==> src/rtl/data_mem_arbiter_if.sv <==
// Bus bundle between the two requesters, the arbiter and the data memory.
// Lock inputs exist only when MEM_ARB_LOCK_EN is defined.
interface data_mem_arbiter_if #(
  parameter int unsigned ADDR_W = 64,
  parameter int unsigned DATA_W = 64
);
  logic              p0_req;
  logic [ADDR_W-1:0] p0_addr;
  logic [DATA_W-1:0] p0_wdata;
  logic              p0_word_we;
  logic              p0_byte_we;
  logic              p0_ack;
  logic [DATA_W-1:0] p0_rdata;

  logic              p1_req;
  logic [ADDR_W-1:0] p1_addr;
  logic [DATA_W-1:0] p1_wdata;
  logic              p1_word_we;
  logic              p1_byte_we;
  logic              p1_ack;
  logic [DATA_W-1:0] p1_rdata;

`ifdef MEM_ARB_LOCK_EN
  logic              p0_lock;
  logic              p1_lock;
`endif

  logic [ADDR_W-1:0] mem_addr;
  logic [DATA_W-1:0] mem_data_in;
  logic              mem_word_we;
  logic              mem_byte_we;
  logic [DATA_W-1:0] mem_data_out;

  // Arbiter side.
  modport slave (
`ifdef MEM_ARB_LOCK_EN
    input  p0_lock, p1_lock,
`endif
    input  p0_req, p0_addr, p0_wdata, p0_word_we, p0_byte_we,
    output p0_ack, p0_rdata,
    input  p1_req, p1_addr, p1_wdata, p1_word_we, p1_byte_we,
    output p1_ack, p1_rdata,
    output mem_addr, mem_data_in, mem_word_we, mem_byte_we,
    input  mem_data_out
  );

  // Requester/memory side.
  modport master (
`ifdef MEM_ARB_LOCK_EN
    output p0_lock, p1_lock,
`endif
    output p0_req, p0_addr, p0_wdata, p0_word_we, p0_byte_we,
    input  p0_ack, p0_rdata,
    output p1_req, p1_addr, p1_wdata, p1_word_we, p1_byte_we,
    input  p1_ack, p1_rdata,
    input  mem_addr, mem_data_in, mem_word_we, mem_byte_we,
    output mem_data_out
  );
endinterface

==> src/rtl/data_mem_arbiter.sv <==
// Round-robin arbiter sharing one single-ported data memory between two requesters.
// Optional MEM_ARB_LOCK_EN adds a one-extra-grant lock for read-modify-write sequences.
module data_mem_arbiter #(
  parameter int unsigned ADDR_W = 64,
  parameter int unsigned DATA_W = 64
) (
  input logic               clk,
  input logic               reset,
  data_mem_arbiter_if.slave bus
);
  typedef enum logic [1:0] {StIdle, StG0, StG1} grant_e;

  grant_e grant_q, grant_d;
  logic   last_q, last_d;  // 0: port 0 served last, 1: port 1

  logic              ack0, ack1;
  logic              r0, r1;
  logic [ADDR_W-1:0] addr_mux;
  logic [DATA_W-1:0] din_mux;
  logic              word_we, byte_we;

`ifdef MEM_ARB_LOCK_EN
  logic locked_q, locked_d;
`endif

  always_comb begin
    addr_mux = '0;
    din_mux  = '0;
    word_we  = 1'b0;
    byte_we  = 1'b0;
    ack0     = 1'b0;
    ack1     = 1'b0;
    if (!reset) begin
      unique case (grant_q)
        StG0: begin
          addr_mux = bus.p0_addr;
          din_mux  = bus.p0_wdata;
          word_we  = bus.p0_req & bus.p0_word_we;
          byte_we  = bus.p0_req & bus.p0_byte_we & ~bus.p0_word_we;
          ack0     = bus.p0_req;
        end
        StG1: begin
          addr_mux = bus.p1_addr;
          din_mux  = bus.p1_wdata;
          word_we  = bus.p1_req & bus.p1_word_we;
          byte_we  = bus.p1_req & bus.p1_byte_we & ~bus.p1_word_we;
          ack1     = bus.p1_req;
        end
        default: ;
      endcase
    end
  end

  assign bus.mem_addr    = addr_mux;
  assign bus.mem_data_in = din_mux;
  assign bus.mem_word_we = word_we;
  assign bus.mem_byte_we = byte_we;
  assign bus.p0_ack      = ack0;
  assign bus.p1_ack      = ack1;
  assign bus.p0_rdata    = bus.mem_data_out;
  assign bus.p1_rdata    = bus.mem_data_out;

  // A request acked this cycle has completed and must not compete again.
  assign r0 = bus.p0_req & ~ack0;
  assign r1 = bus.p1_req & ~ack1;

  always_comb begin
    grant_d = StIdle;
    last_d  = last_q;
    if (r0 && r1) begin
      grant_d = last_q ? StG0 : StG1;
    end else if (r0) begin
      grant_d = StG0;
    end else if (r1) begin
      grant_d = StG1;
    end
    if (grant_d == StG0) last_d = 1'b0;
    if (grant_d == StG1) last_d = 1'b1;
`ifdef MEM_ARB_LOCK_EN
    locked_d = 1'b0;
    if (ack0 && bus.p0_lock && !locked_q) begin
      grant_d  = StG0;
      last_d   = last_q;
      locked_d = 1'b1;
    end else if (ack1 && bus.p1_lock && !locked_q) begin
      grant_d  = StG1;
      last_d   = last_q;
      locked_d = 1'b1;
    end
`endif
  end

  always_ff @(posedge clk) begin
    if (reset) begin
      grant_q <= StIdle;
      last_q  <= 1'b1;
    end else begin
      grant_q <= grant_d;
      last_q  <= last_d;
    end
  end

`ifdef MEM_ARB_LOCK_EN
  always_ff @(posedge clk) begin
    if (reset) begin
      locked_q <= 1'b0;
    end else begin
      locked_q <= locked_d;
    end
  end
`endif
endmodule
==> src/flat_wrapper.sv <==
// flat-port wrapper written by rule: the top's interface ports become plain ports
module data_mem_arbiter_flat 
#(
  parameter int unsigned ADDR_W = 64,
  parameter int unsigned DATA_W = 64
)
  (clk, reset, bus_p0_req, bus_p0_addr, bus_p0_wdata, bus_p0_word_we, bus_p0_byte_we, bus_p0_ack, bus_p0_rdata, bus_p1_req, bus_p1_addr, bus_p1_wdata, bus_p1_word_we, bus_p1_byte_we, bus_p1_ack, bus_p1_rdata, bus_mem_addr, bus_mem_data_in, bus_mem_word_we, bus_mem_byte_we, bus_mem_data_out);
  data_mem_arbiter_if #(.ADDR_W(ADDR_W), .DATA_W(DATA_W)) bus_i ();
  input logic clk;
  input logic reset;
  input wire logic [$bits(bus_i.p0_req)-1:0] bus_p0_req;
  input wire logic [$bits(bus_i.p0_addr)-1:0] bus_p0_addr;
  input wire logic [$bits(bus_i.p0_wdata)-1:0] bus_p0_wdata;
  input wire logic [$bits(bus_i.p0_word_we)-1:0] bus_p0_word_we;
  input wire logic [$bits(bus_i.p0_byte_we)-1:0] bus_p0_byte_we;
  output wire logic [$bits(bus_i.p0_ack)-1:0] bus_p0_ack;
  output wire logic [$bits(bus_i.p0_rdata)-1:0] bus_p0_rdata;
  input wire logic [$bits(bus_i.p1_req)-1:0] bus_p1_req;
  input wire logic [$bits(bus_i.p1_addr)-1:0] bus_p1_addr;
  input wire logic [$bits(bus_i.p1_wdata)-1:0] bus_p1_wdata;
  input wire logic [$bits(bus_i.p1_word_we)-1:0] bus_p1_word_we;
  input wire logic [$bits(bus_i.p1_byte_we)-1:0] bus_p1_byte_we;
  output wire logic [$bits(bus_i.p1_ack)-1:0] bus_p1_ack;
  output wire logic [$bits(bus_i.p1_rdata)-1:0] bus_p1_rdata;
  output wire logic [$bits(bus_i.mem_addr)-1:0] bus_mem_addr;
  output wire logic [$bits(bus_i.mem_data_in)-1:0] bus_mem_data_in;
  output wire logic [$bits(bus_i.mem_word_we)-1:0] bus_mem_word_we;
  output wire logic [$bits(bus_i.mem_byte_we)-1:0] bus_mem_byte_we;
  input wire logic [$bits(bus_i.mem_data_out)-1:0] bus_mem_data_out;
  assign bus_i.p0_req = bus_p0_req;
  assign bus_i.p0_addr = bus_p0_addr;
  assign bus_i.p0_wdata = bus_p0_wdata;
  assign bus_i.p0_word_we = bus_p0_word_we;
  assign bus_i.p0_byte_we = bus_p0_byte_we;
  assign bus_p0_ack = bus_i.p0_ack;
  assign bus_p0_rdata = bus_i.p0_rdata;
  assign bus_i.p1_req = bus_p1_req;
  assign bus_i.p1_addr = bus_p1_addr;
  assign bus_i.p1_wdata = bus_p1_wdata;
  assign bus_i.p1_word_we = bus_p1_word_we;
  assign bus_i.p1_byte_we = bus_p1_byte_we;
  assign bus_p1_ack = bus_i.p1_ack;
  assign bus_p1_rdata = bus_i.p1_rdata;
  assign bus_mem_addr = bus_i.mem_addr;
  assign bus_mem_data_in = bus_i.mem_data_in;
  assign bus_mem_word_we = bus_i.mem_word_we;
  assign bus_mem_byte_we = bus_i.mem_byte_we;
  assign bus_i.mem_data_out = bus_mem_data_out;
  data_mem_arbiter #(.ADDR_W(ADDR_W), .DATA_W(DATA_W)) u_core (.clk(clk), .reset(reset), .bus(bus_i));
endmodule
==> config.mk <==
export PLATFORM = sky130hd
export DESIGN_NAME = data_mem_arbiter_flat
export DESIGN_NICKNAME = d
export VERILOG_FILES = /design/src/rtl/data_mem_arbiter_if.sv /design/src/rtl/data_mem_arbiter.sv /design/src/flat_wrapper.sv
export SDC_FILE = /design/constraint.sdc
export NUM_CORES = 1
export LEC_CHECK = 0
export CELL_PAD_IN_SITES_DETAIL_PLACEMENT = 1
export CELL_PAD_IN_SITES_GLOBAL_PLACEMENT = 2
export CORE_AREA = 5 5 223 225
export CTS_CLUSTER_DIAMETER = 30
export DETAILED_ROUTE_END_ITERATION = 10
export DIE_AREA = 0 0 228 230
export GPL_ROUTABILITY_DRIVEN = 1
export PLACE_DENSITY_LB_ADDON = 0.05
export SETUP_SLACK_MARGIN = 0.2
export SLEW_MARGIN = 40
export SYNTH_ARGS = -nofsm -noshare
export SYNTH_HDL_FRONTEND = slang
export SYNTH_SLANG_ARGS = --single-unit
==> constraint.sdc <==
create_clock -name clk -period 1.8 [get_ports clk]
set_input_delay 0.27 -clock clk [delete_from_list [all_inputs] [get_ports clk]]
set_output_delay 0.27 -clock clk [all_outputs]
set_load 0.03 [all_outputs]
Word level (Yosys, flattened, before mapping). Cells that the tools add are included.

Output and inout port bits: 260. Word-level logic and storage cells: 36. Bits of input ports: 328. Bits in registers: 3.

Reductions and logical operators: 2. Bitwise logic cells: 12. Muxes and demuxes: 16. Equality and inequality tests: 4.

Operators with widths (number): one-hot mux 64 bit (2 select lines) (2); two-way mux 64 bit (2); AND 1 bit (8); two-way mux 2 bit (4); two-way mux 1 bit (6); == test 2 x 1 -> 1 bit, second input constant (2); == test 2 bit, second input constant (2); inverter 1 bit (4); one-hot mux 1 bit (2 select lines) (2); OR reduction 2 bit (1); logical AND 1 bit (1).

Logic depth before layout (Yosys ltp).
Depth after elaboration: 10. Mapped depth: 7. Mapped depth without buffers: 5.

Worst setup path after synthesis. Ideal clock, no wire load.

Kind: register to output. From: register u_core.grant_q[0]. To: output port bus_mem_data_in[53]. Path slack: -0.131 ns. Stages on the path, launching flop included: 8. Data required time: 1.530 ns. Buffers on the path: 3. Arrival: 1.661 ns. Path through: dfxtp_1 inv_1 ha_1 or2_1 buf_2 buf_6 buf_6 nor2_1.

Word-level cells in the longest chain between the ends: 3. Elaborated cells on any way between the ends: 4. Those cells by class: eq/ne: 2; mux: 2.

RTL lines: from (decl) (line data_mem_arbiter.sv:13) `grant_e grant_q, grant_d;`; from (signal assigned) (line data_mem_arbiter.sv:95) `grant_q <= StIdle;`; from (signal assigned) (line data_mem_arbiter.sv:98) `grant_q <= grant_d;`; == test 2 bit or == test 2 x 1 -> 1 bit (tied branches) (line data_mem_arbiter.sv:34) `unique case (grant_q)`; one-hot mux 64 bit (2 select lines) * (line data_mem_arbiter.sv:34); two-way mux 64 bit * (line data_mem_arbiter.sv:33) `if (!reset) begin`; to (decl) (line flat_wrapper.sv:26) `output wire logic [$bits(bus_i.mem_data_in)-1:0] bus_mem_data_in;`.

Every way passes the cells marked *; elsewhere a longest branch is shown, timed or not.

Worst setup path after layout.
From: register u_core.grant_q[0]. To: output port bus_mem_data_in[28].

Same word-level chain as after synthesis.

==> flow_metrics.py <==
metrics = {
    "outcome": {
        "outcome": "finished, violations left",
        "violations": "negative setup slack",
    },
    "logic_synthesis": {
        "synth_seq_cells": 3,
        "synth_area_per_cell_um2": 6.45,
        "async_flop_share_pct": 0,
        "seq_area_frac_synth_pct": 2.05,
        "synth_top_area_share_pct": 33.6,
        "synth.area.top_cells": "buf_4 (34%), a22oi_1 (33%), nor2_1 (14%), buf_6 (4.2%), nor2_2 (4.1%)",
        "synthMostInstantiatedCell": "buf_4",
        "synth_cells": 454,
        "syn_area_mm2": 0.00293,
        "synth_edf_count": 0,
        "yosys.area.top_type": "buf_4",
        "synth_commonest_cells": "buf_4 (131), a22oi_1 (128), nor2_1 (112)",
        "synthFlopType": "dfxtp_1",
        "synth_nets": 784,
        "yosysWarningCount": 0,
        "synth.distinct_cells": 21,
    },
    "timing": {
        "fin_crit_ns": 2.03,
        "fmax_mhz": 492,
        "skew_ns": 0.000436,
        "setup-violations-final": 130,
        "hold_viol": 0,
        "drv_slew": 0,
        "grt_setup_unrepaired": "true",
        "worst_slack_ns": -0.234,
        "worstMarginPinSlew_ns": 0.429,
        "finalCritPeriodShare_pct": 113,
        "relSlewSlack_pct": 71.4,
    },
    "grt": {
        "met2_usage_pct": 17.4,
        "grt_use_met1_pct": 9.35,
        "busiest_layer": "met2",
        "grt_pass1_wl_mm": 37.0,
        "grt_max_degree": 35,
        "grt.overflow.total": 0,
        "grt_pass1_vias": 5211,
        "antenna_found_initial": 1,
        "groute.usage.overall_pct": 9.21,
        "grt.met3_usage_pct": 4.68,
    },
    "setup_path": {
        "crit_path_start_kind": "flip-flop",
        "end_kind": "primary output",
        "cp_max_fo": 8,
        "crit_required_ns": 1.53,
        "worst-setup-path-type": "reg2out",
        "cp.arrival_ns": 1.76,
    },
    "drt": {
        "ant_nets": 0,
        "dr_total_vias": 4462,
        "first_pass_iters": 3,
        "wl_per_cell_um": 20.2,
        "wirelength_mm": 27.2,
        "drc_errors": 0,
        "via_per_inst": 3.32,
        "initialDrtViolationCount": 95,
    },
    "clock_tree": {
        "cts_tree": "done",
        "root_buffer": "clkbuf_16",
        "htree_levels": 1,
        "cts_hold_buf": 0,
        "clk_path_buf_depth": 2,
        "clock-sinks": 3,
        "path_clk_slew_ns": 0.03,
        "insertion_delay_ns": 0.22,
        "numCtsBuffers": 3,
    },
    "cells_and_area": {
        "antennaDiodeCount": 0,
        "final_cells": 1346,
        "finish.utilization_pct": 19.2,
        "area_growth_pct": 210,
        "drive_above_1_share_pct": 52.0,
        "fin_nets": 1062,
    },
    "power": {
        "power.total_uw": 2470,
        "power.density_mw_per_mm2": 272,
        "leakagePower_uw": 0.00281,
        "peakVddDrop_v": 0.000218,
    },
    "placed_design": {
        "dpl.cell_count": 1320,
        "hpwlAfterDp_mm": 20.8,
        "gp_congestion": 0.737,
        "numPortBuffers": 395,
    },
    "floorplan": {
        "dieWidth_um": 228,
        "core_area_mm2": 0.0473,
        "dieHeight_um": 230,
        "rows": 80,
        "initial_core_util_pct": 6.18,
        "ioPinCount": 588,
        "die-area_mm2": 0.0524,
    },
    "flow_run": {
        "drv_cap": 0,
    },
    "hold_path": {
        "holdCritPathClass": "in2out",
    },
}
report_power, final:
group / total, uW / internal, uW / switching (uW)
sequential: 76.7 / 72.6 / 4.08
clock: 355 / 292 / 62.3
combinational: 2040 / 1100 / 933
total: 2470 / 1470 / 999
layout make-up:
class / count / area [um^2]
clock buffers: 4 / 78.8
flip-flops and latches: 3 / 62.6
fillers: 5401 / 38300
inverters: 2 / 7.51
repair buffers: 446 / 5320
multi-input cells: 276 / 2840
well taps: 615 / 769
stage by stage:
step	hold slack, ns	worst slack, ns	TNS (ns)	cell area, um^2
after global routing	0.540	-0.295	-30.42	9070
after floorplan	0.339	-0.0754	-5.93	3280
final	0.540	-0.234	-21.70	9070
after detailed placement	0.540	-0.269	-18.97	7230
after global placement	0.502	-0.228	-16.48	7230
after CTS	0.540	-0.247	-24.53	8250
worst paths after layout:
| path | from | end | slack [ns] | depth (start not counted) |
|---|---|---|---|---|
| worst max register to register | u_core.grant_q[0]$_SDFF_PP0_ | u_core.grant_q[0]$_SDFF_PP0_ | 0.40 | 6 |
| worst max-delay path | u_core.grant_q[0]$_SDFF_PP0_ | bus_mem_data_in[28] | -0.23 | 7 |
| worst min register to register | u_core.last_q$_SDFFE_PP1N_ | u_core.grant_q[0]$_SDFF_PP0_ | 0.55 | 2 |
| worst min-delay path | bus_mem_data_out[18] | bus_p1_rdata[18] | 0.54 | 0 |
worst max-delay path: stages (launching register included):
cell and delay [ns]:
dfxtp_2 0.32, inv_2 0.04, ha_4 0.21, or2_4 0.29, buf_16 0.18, clkbuf_16 0.20
nor2_2 0.12, buf_6 0.14
state kept, by name (all words and copies together) (netlist names):
register	cells
u_core.last_q	1
u_core.grant_q	2
what timing repair did:
action / CTS / global route
endpoints found under the hold margin: 0 / 0
setup buffers: 8 / 1
endpoints found under the setup margin: 132 / 133
cloned: 5 / 8
gates resized for setup: 177 / 156
pin swaps: 15 / 42
kinds of logic after synthesis:
kind of cell	Yosys count	share of synthesized area [%]
fa+ha+maj	2	0.855
simple gates	143	21.0
buf+inv	175	42.6
flops	3	2.05
compound gates	131	33.4
routing by layer:
layer | wire length [um] | vias up
li1 | - | 2029
met1 | 9620 | 2096
met2 | 14300 | 305
met3 | 2950 | 30
met4 | 273 | 2
met5 | 13 | -
cells in the final DEF (no fill, tap or decap), drive strengths merged:
cell / synthesis / final
a21oi: 2 / 2
a22oi: 128 / 128
and3b: 1 / 1
buf: 155 / 176
clkbuf: 18 / 11
clkdlybuf4s50: 0 / 263
dfxtp: 3 / 3
ha: 2 / 2
inv: 2 / 2
nand2: 2 / 2
nand2b: 1 / 1
nand3: 2 / 2
nand4b: 2 / 2
nor2: 131 / 131
nor2b: 1 / 1
nor3: 1 / 1
nor4b: 1 / 1
o21bai: 1 / 1
or2: 1 / 1
(Power assumes the default switching activity.)
